===== config.mk =====
export PLATFORM = sky130hd
export DESIGN_NAME = async_fifo_rd_stream
export DESIGN_NICKNAME = d
export VERILOG_FILES = /design/src/rtl/async_fifo_rd_stream.sv
export SDC_FILE = /design/constraint.sdc
export NUM_CORES = 1
export LEC_CHECK = 0
export CORE_MARGIN = 3
export CORE_UTILIZATION = 53
export CTS_CLUSTER_DIAMETER = 60
export DETAILED_ROUTE_END_ITERATION = 6
export PLACE_DENSITY = 0.93
export SLEW_MARGIN = 20
export SYNTH_ARGS = -nofsm -noshare
export SYNTH_HDL_FRONTEND = slang
export SYNTH_SLANG_ARGS = --single-unit

===== constraint.sdc =====
create_clock -name clkb_i -period 4.54 [get_ports clkb_i]
set_clock_uncertainty 0.05 [all_clocks]
set_input_delay 0.908 -clock clkb_i [delete_from_list [all_inputs] [get_ports clkb_i]]
set_output_delay 0.908 -clock clkb_i [all_outputs]
set_load 0.02 [all_outputs]

===== src/rtl/async_fifo_rd_stream.sv =====
// Read-side adapter: turns the FIFO's registered-read port into a valid/ready stream.
// Optional ASYNC_FIFO_RD_STREAM_STATS_EN adds the rd_cnt_o transfer counter and the stall_o flag.
module async_fifo_rd_stream #(
    parameter int DATA_WIDTH = 8,
    parameter int BUF_DEPTH  = 3
) (
    input  logic                  clkb_i,
    input  logic                  rrst_ni,
    input  logic                  en_i,
    input  logic                  fifo_rrdy_i,
    output logic                  fifo_reb_o,
    input  logic [DATA_WIDTH-1:0] fifo_doutb_i,
    output logic                  m_valid_o,
    input  logic                  m_ready_i,
    output logic [DATA_WIDTH-1:0] m_data_o,
    output logic                  busy_o
`ifdef ASYNC_FIFO_RD_STREAM_STATS_EN
    ,
    output logic [15:0]           rd_cnt_o,
    output logic                  stall_o
`endif
);
    localparam int CNT_W = $clog2(BUF_DEPTH + 1);
    localparam int PTR_W = $clog2(BUF_DEPTH);
    localparam logic [CNT_W:0]   DEPTH_OCC = (CNT_W + 1)'(BUF_DEPTH);
    localparam logic [PTR_W-1:0] LAST_PTR  = PTR_W'(BUF_DEPTH - 1);

    logic [DATA_WIDTH-1:0] buf_mem [BUF_DEPTH];
    logic [PTR_W-1:0]      head_q;
    logic [PTR_W-1:0]      tail_q;
    logic [CNT_W-1:0]      count_q;
    logic                  pend_q;
    logic [CNT_W:0]        occ;
    logic                  pop;

    function automatic logic [PTR_W-1:0] ptr_inc(input logic [PTR_W-1:0] p);
        return (p == LAST_PTR) ? '0 : p + 1'b1;
    endfunction

    // Occupancy includes the word still in flight so a read is only issued with a free slot.
    assign occ        = {1'b0, count_q} + {{CNT_W{1'b0}}, pend_q};
    assign fifo_reb_o = en_i && fifo_rrdy_i && (occ < DEPTH_OCC);
    assign m_valid_o  = (count_q != '0);
    assign m_data_o   = buf_mem[head_q];
    assign pop        = m_valid_o && m_ready_i;
    assign busy_o     = pend_q || m_valid_o;

    always_ff @(posedge clkb_i or negedge rrst_ni) begin
        if (!rrst_ni) begin
            pend_q  <= 1'b0;
            count_q <= '0;
            head_q  <= '0;
            tail_q  <= '0;
        end else begin
            pend_q <= fifo_reb_o;
            if (pend_q) tail_q <= ptr_inc(tail_q);
            if (pop)    head_q <= ptr_inc(head_q);
            if (pend_q && !pop)      count_q <= count_q + 1'b1;
            else if (!pend_q && pop) count_q <= count_q - 1'b1;
        end
    end

    // Storage is data only; it is never reset.
    always_ff @(posedge clkb_i) begin
        if (pend_q) buf_mem[tail_q] <= fifo_doutb_i;
    end

`ifndef SYNTHESIS
    credit_never_exceeded: assert property (@(posedge clkb_i) disable iff (!rrst_ni)
        occ <= DEPTH_OCC);
`endif

`ifdef ASYNC_FIFO_RD_STREAM_STATS_EN
    always_ff @(posedge clkb_i or negedge rrst_ni) begin
        if (!rrst_ni)  rd_cnt_o <= '0;
        else if (pop)  rd_cnt_o <= rd_cnt_o + 16'd1;
    end

    assign stall_o = en_i && fifo_rrdy_i && !fifo_reb_o;
`endif
endmodule


==> qor.csv, run 1 <==
stage,metric,value,unit
sta,fin crit share,0.722,
detailed_routing,drt first pass iters,5,
synthesis,multiplexer share of the synthesized area,0.0648,
clock_tree,"Hold-fix buffers, CTS",0,
sta,final setup vio count,0,
die,I/O pin count,24,
critical_path,CP required,3.58,ns
synthesis,register area share after synthesis,0.725,
die,total die area,2950,um2
layout,fin util,0.752,
power_and_ir_drop,Psw,0.000312,W
clock_tree,clk sinks,31,
synthesis,post-synth cell types,21,
critical_path,FF-to-FF path depth,3,
clock_tree,number of gates resized after cts,0,
min_path,Hold Crit Depth,1,
synthesis,Area contributors post-synth,"edfxtp_1 58%, dfrtp_1 14%, mux2i_1 6.5%",
power_and_ir_drop,clock share of power,0.212,
place,Placer Congestion,0.707,
sta,hold_ws,0.504,ns
synthesis,"Top FF cell, synth",edfxtp_1,
sta,Pins Over Slew Limit,0,
die,starting density of the core,0.593,
detailed_routing,number of remaining DRC errors,0,
sta,final hold viol count,0,
global_routing,Tot GR Track Use,0.169,
detailed_routing,total wire length,2090,um
global_routing,total gr overflow,0,
synthesis,Synth Area in XOR/XNOR,0.0213,
synthesis,biggest area consumer among synthesized cells,edfxtp_1,
critical_path,Setup CP Type,input port to output port,
power_and_ir_drop,peak supply drop,0.000384,V
layout,Final Instance Area,1570,um2
power_and_ir_drop,Pleak,0.595,nW
power_and_ir_drop,sequential group share of total power,0.452,
clock_tree,clock root buffer,clkbuf_4,
sta,RSZ-0062 raised after global routing,false,
detailed_routing,routed wire length per instance,15.1,um
layout,Nets,126,
power_and_ir_drop,P_int,0.000641,W
outcome,outcome,"finished, final reports clean",
clock_tree,clock buffer depth,2,
clock_tree,clock-pin slew on the worst setup and hold paths,0.11,ns
clock_tree,H-tree Lvls,2,
place,Placed Area,1490,um2
synthesis,Synth Area in Adders,0.0304,
sta,Tmin final,3.28,ns
die,width of the chip,54.3,um
synthesis,Async SR Flop Fraction,0.226,
layout,ANT cells,0,
clock_tree,clock latency on the worst-skew pair,0.33,ns
global_routing,number of global-route vias before repair,715,
power_and_ir_drop,Comb pwr share,0.337,
synthesis,Synthesis Warnings,0,
synthesis,Synth Area in Compound Gates,0.0679,
synthesis,top cell type's share of synthesized area,0.584,
run,Max-cap violations,0,
global_routing,largest net degree at the start of global routing,20,
critical_path,Crit path arrival time,2.32,ns
sta,Max Freq,0.305,GHz
sta,Worst slew margin,0.455,
global_routing,initial antenna violation count,0,
sta,setup TNS after final layout,0,ns
synthesis,simple-gate area share of the yosys netlist,0.0729,
synthesis,top-count cell post-synth,edfxtp_1,
power_and_ir_drop,Sw Ratio,0.327,
synthesis,largest family of logic cells by synthesized area,simple AND/OR/NAND/NOR gates,
place,dpl hpwl,1480,um
detailed_routing,vias per std cell,5.31,
detailed_routing,vias,733,
clock_tree,CTS buffer count,5,
layout,# fillers,139,
sta,worst slew pin tran,0.815,ns
synthesis,Synth Net Count,98,
place,Buffers on Ports,23,
critical_path,CP Capture Type,output port,
synthesis,Mapped Area,1230,um2
global_routing,first-pass GRT wire length,3210,um
detailed_routing,Initial DRC Count,9,
die,Die Height,54.3,um
synthesis,Yosys reg bits,31,
critical_path,crit path max fanout,2,
synthesis,Syn Inst Count,82,
die,# rows,16,
layout,"Area growth, synth to finish",26.7,%
synthesis,number of synthesized flops with an enable pin,24,
critical_path,critical path startpoint category,input port,
place,Cells after DPL,130,
die,area of the core,2080,um2
layout,share of post-route cells with drive strength above 1,0.0901,
synthesis,syn_area_per_cell,15.1,um2
power_and_ir_drop,PD cells,608,nW/um2
detailed_routing,post-route ant nets,0,
clock_tree,postcts setup bufs,0,
layout,Post-Layout Cell Count,138,
synthesis,most frequent cells after synthesis,"24 x edfxtp_1, 11 x nand2_1, 9 x o21ai_1",
clock_tree,CTS tree,yes,
min_path,worst hold path class,flop to flop,
registers in the layout, summed over array words and instances, names as in the netlist:
signal,count
pend_q,1
buf_mem,24
head_q,2
count_q,2
tail_q,2
routing by layer:
layer,track usage,up-vias,share of wire,wire length (um)
met4,0.120,0,0.024,51
met2,0.287,25,0.58,1200
met3,0.0409,7,0.045,93
met1,0.184,344,0.35,738
met5,0,-,0,0
li1,-,357,-,-
worst paths after layout:
kind                             start       endpoint  slack [ns]
min in group asynchronous      rrst_ni         pend_q        0.78
min                          tail_q[1]      tail_q[1]        0.50
min reg2reg                  tail_q[1]      tail_q[1]        0.50
max in group asynchronous      rrst_ni     count_q[1]        3.38
max                        fifo_rrdy_i     fifo_reb_o        1.26
max reg2reg                     pend_q  buf_mem[2][0]        2.73
worst max-delay path: stages:
cell and delay (ns):
clkdlybuf4s50_1 0.48, nand2_1 0.05, a211oi_1 0.22, clkdlybuf4s50_1 0.66
power groups by stage:
stage / Clock, W / Combinational [W] / Sequential [W]
2_1_floorplan: 0 / 0.000229 / 0.000395
3_3_place_gp: 0 / 0.000311 / 0.000433
3_5_place_dp: 0 / 0.000324 / 0.000438
4_1_cts: 0.000204 / 0.000326 / 0.000431
5_1_grt: 0.000220 / 0.000348 / 0.000443
6_report: 0.000201 / 0.000321 / 0.000430
cells by family after synthesis:
kind of cell               Yosys count
buffers and inverters                4
AOI/OAI and AO/OA                   14
adders and majority gates            3
muxes                                8
xor gates and xnor gates             3
and+or+nand+nor                     19
DFF                                 31
through the flow:
stage / power, W / setup slack [ns]
after floorplan: 0.000624 / 2.06
after global placement: 0.000744 / 1.31
after detailed placement: 0.000762 / 1.25
after CTS: 0.000961 / 1.25
after global routing: 0.00101 / 1.18
final: 0.000952 / 1.26
layout by cell type (no fill, tap or decap), types with 2 or more instances in the layout:
| cell | instances |
|---|---|
| o21ai_1 | 9 |
| a21o_1 | 3 |
| clkbuf_4 | 5 |
| nor2_1 | 2 |
| edfxtp_1 | 24 |
| nand2_1 | 11 |
| dfrtp_1 | 7 |
| ha_1 | 3 |
| xor2_1 | 2 |
| mux2i_1 | 8 |
| clkdlybuf4s50_1 | 23 |
cell type report:
class / count / area [um2] / area share
inverter: 1 / 3.75 / 0.00240
sequential: 31 / 896 / 0.572
clock inverter: 3 / 38.8 / 0.0248
clock buffer: 5 / 37.5 / 0.0240
tap: 27 / 33.8 / 0.0216
timing repair buffer: 24 / 238 / 0.152
multi-input combinational: 47 / 318 / 0.203
Note: power is estimated with default switching activity, not from simulation.
==> run 2: changes to the inputs <==
- CORE_UTILIZATION: 53 -> 45
- PLACE_DENSITY: 0.93 -> 0.86
- clock period: 4.54 -> 2.7 ns (I/O delays scaled with it)
==> run 2 against run 1 <==
Sequential share of layout area increased by 0.88 points. Flip-flop and latch count did not move. Sequential power grew 69%.
==> qor.csv, run 2 (synthesis gave the netlist of run 1 again) <==
stage,metric,value,unit
outcome,outcome,"finished, final reports clean",
power_and_ir_drop,Comb pwr share,0.355,
die,starting density of the core,0.485,
die,area of the core,2540,um2
detailed_routing,vias per std cell,5.06,
layout,"most common cell after layout, fill and taps aside",edfxtp_1,
clock_tree,clock latency on the worst-skew pair,0.31,ns
detailed_routing,number of remaining DRC errors,0,
detailed_routing,routed wire length per instance,13.7,um
global_routing,first-pass GRT wire length,2960,um
detailed_routing,Initial DRC Count,7,
clock_tree,clk sinks,31,
power_and_ir_drop,total power,0.00150,W
critical_path,FF-to-FF path depth,2,
layout,"Area growth, synth to finish",24.8,%
die,Die Height,58.4,um
place,Buffers on Ports,23,
critical_path,crit-path leading delay family,adder cells,
power_and_ir_drop,P_int,0.000988,W
detailed_routing,total wire length,1930,um
critical_path,CP Capture Type,output port,
global_routing,Tot GR Track Use,0.125,
place,dpl hpwl,1360,um
detailed_routing,vias,714,
power_and_ir_drop,Pleak,0.586,nW
layout,share of post-route cells with drive strength above 1,0.0811,
power_and_ir_drop,Psw,0.000510,W
power_and_ir_drop,clock share of power,0.161,
critical_path,worst flop-to-flop path startpoint,pend_q,
sta,fin crit share,0.940,
global_routing,initial antenna violation count,0,
detailed_routing,post-route ant nets,0,
critical_path,most frequent CP cell,ha_1,
run,Max-cap violations,0,
critical_path,reg2reg end,buf_mem[0][4],
critical_path,worst path cell trace,ha_1 > ha_1 > a211oi_1 > dlygate4sd2_1,
sta,Pins Over Slew Limit,0,
die,# rows,18,
die,total die area,3410,um2
critical_path,CP required,2.11,ns
critical_path,Setup CP Type,flop to output port,
sta,final hold viol count,0,
global_routing,largest net degree at the start of global routing,20,
layout,Nets,126,
sta,Tmin final,2.54,ns
die,I/O pin count,24,
clock_tree,CTS buffer count,5,
critical_path,Crit path largest cell delay,0.46,ns
clock_tree,clock-pin slew on the worst setup and hold paths,0.09,ns
critical_path,crit path max fanout,6,
sta,worst slew pin tran,0.781,ns
sta,RSZ-0062 raised after global routing,false,
critical_path,R2R Setup Slk,1.18,ns
power_and_ir_drop,sequential group share of total power,0.484,
power_and_ir_drop,Sw Ratio,0.340,
place,Placed Area,1490,um2
layout,most frequent cells in the layout,"24 x edfxtp_1, 22 x clkdlybuf4s50_1, 11 x nand2_1, 9 x o21ai_1, 8 x mux2i_1",
layout,most flop-heavy register,buf_mem,
clock_tree,CTS tree,yes,
power_and_ir_drop,PD cells,971,nW/um2
critical_path,"Buf+Inv Stages, Crit Path",1,
critical_path,WP depth,4,
global_routing,total gr overflow,0,
clock_tree,clock buffer depth,2,
sta,final setup vio count,0,
detailed_routing,drt first pass iters,4,
global_routing,number of global-route vias before repair,659,
power_and_ir_drop,peak supply drop,0.000551,V
sta,setup TNS after final layout,0,ns
min_path,worst hold path class,input port to asynchronous set/reset pin,
layout,Final Instance Area,1540,um2
critical_path,Crit path arrival time,1.95,ns
critical_path,slowest CP cell,dfrtp_1,
clock_tree,clock root buffer,clkbuf_4,
clock_tree,H-tree Lvls,2,
die,width of the chip,58.4,um
layout,Largest register FFs,24,
sta,Max Freq,0.394,GHz
layout,ANT cells,0,
sta,Worst slew margin,0.478,
critical_path,critical path startpoint category,flop,
place,Placer Congestion,0.670,
-- run 2: cell types whose count changed in the layout (fill, tap and decap cells not counted) --
| cell | previous run | this run |
|---|---|---|
| clkdlybuf4s50_1 | 23 | 22 |
| clkbuf_1 | 0 | 2 |
| clkinv_1 | 1 | 0 |
| dlygate4sd2_1 | 0 | 1 |
| bufinv_16 | 1 | 0 |
-- run 2: power by group through the flow --
stage / registers, W / logic [W] / clock network [W]
2_1_floorplan: 0.000665 / 0.000384 / 0
3_3_place_gp: 0.000727 / 0.000527 / 0
5_1_grt: 0.000743 / 0.000577 / 0.000280
6_report: 0.000725 / 0.000531 / 0.000241
3_5_place_dp: 0.000736 / 0.000545 / 0
4_1_cts: 0.000726 / 0.000541 / 0.000248
-- run 2: routing by layer --
metal,global-route usage,vias to the layer above,part of all wire
met3,0.0461,7,0.046
met2,0.201,13,0.54
li1,-,357,-
met4,0.0960,0,0.029
met1,0.132,337,0.38
met5,0,-,0
-- run 2: stage by stage --
step / setup WS, ns / utilization / cells / hold WS (ns)
after CTS: 0.124 / 0.606 / 141 / 0.423
after global routing: 0.0137 / 0.606 / 141 / 0.414
after global placement: 0.199 / 0.587 / 133 / 0.466
after floorplan: 0.587 / - / 82 / 0.194
final: 0.163 / 0.606 / 141 / 0.433
after detailed placement: 0.135 / 0.587 / 133 / 0.480
-- run 2: worst max-delay path by stage --
stage	from	endpoint	slack [ns]
floorplan	count_q[0]	fifo_reb_o	0.59
global placement	en_i	fifo_reb_o	0.20
detailed placement	fifo_rrdy_i	fifo_reb_o	0.14
CTS	count_q[0]	fifo_reb_o	0.12
global route	head_q[0]	m_data_o[0]	0.01
finish	count_q[0]	fifo_reb_o	0.16
-- run 2: cell type report --
class	instances	area, um2
Timing Repair Buffer	24	236
Clock inverter	1	5.00
Fill cell	203	1000
Multi-Input combinational cell	47	318
Inverter	1	3.75
Sequential cell	31	896
Clock buffer	7	45.0
Tap cell	30	37.5
-- run 2: timing repair --
| item | 4_1_cts | 5_1_grt |
|---|---|---|
| hold buffers | 0 | 0 |
| hold endpoints to repair | 0 | 0 |
| gates resized for setup | 1 | 0 |
| setup endpoints to repair | 1 | 0 |
| setup buffers | 0 | 0 |
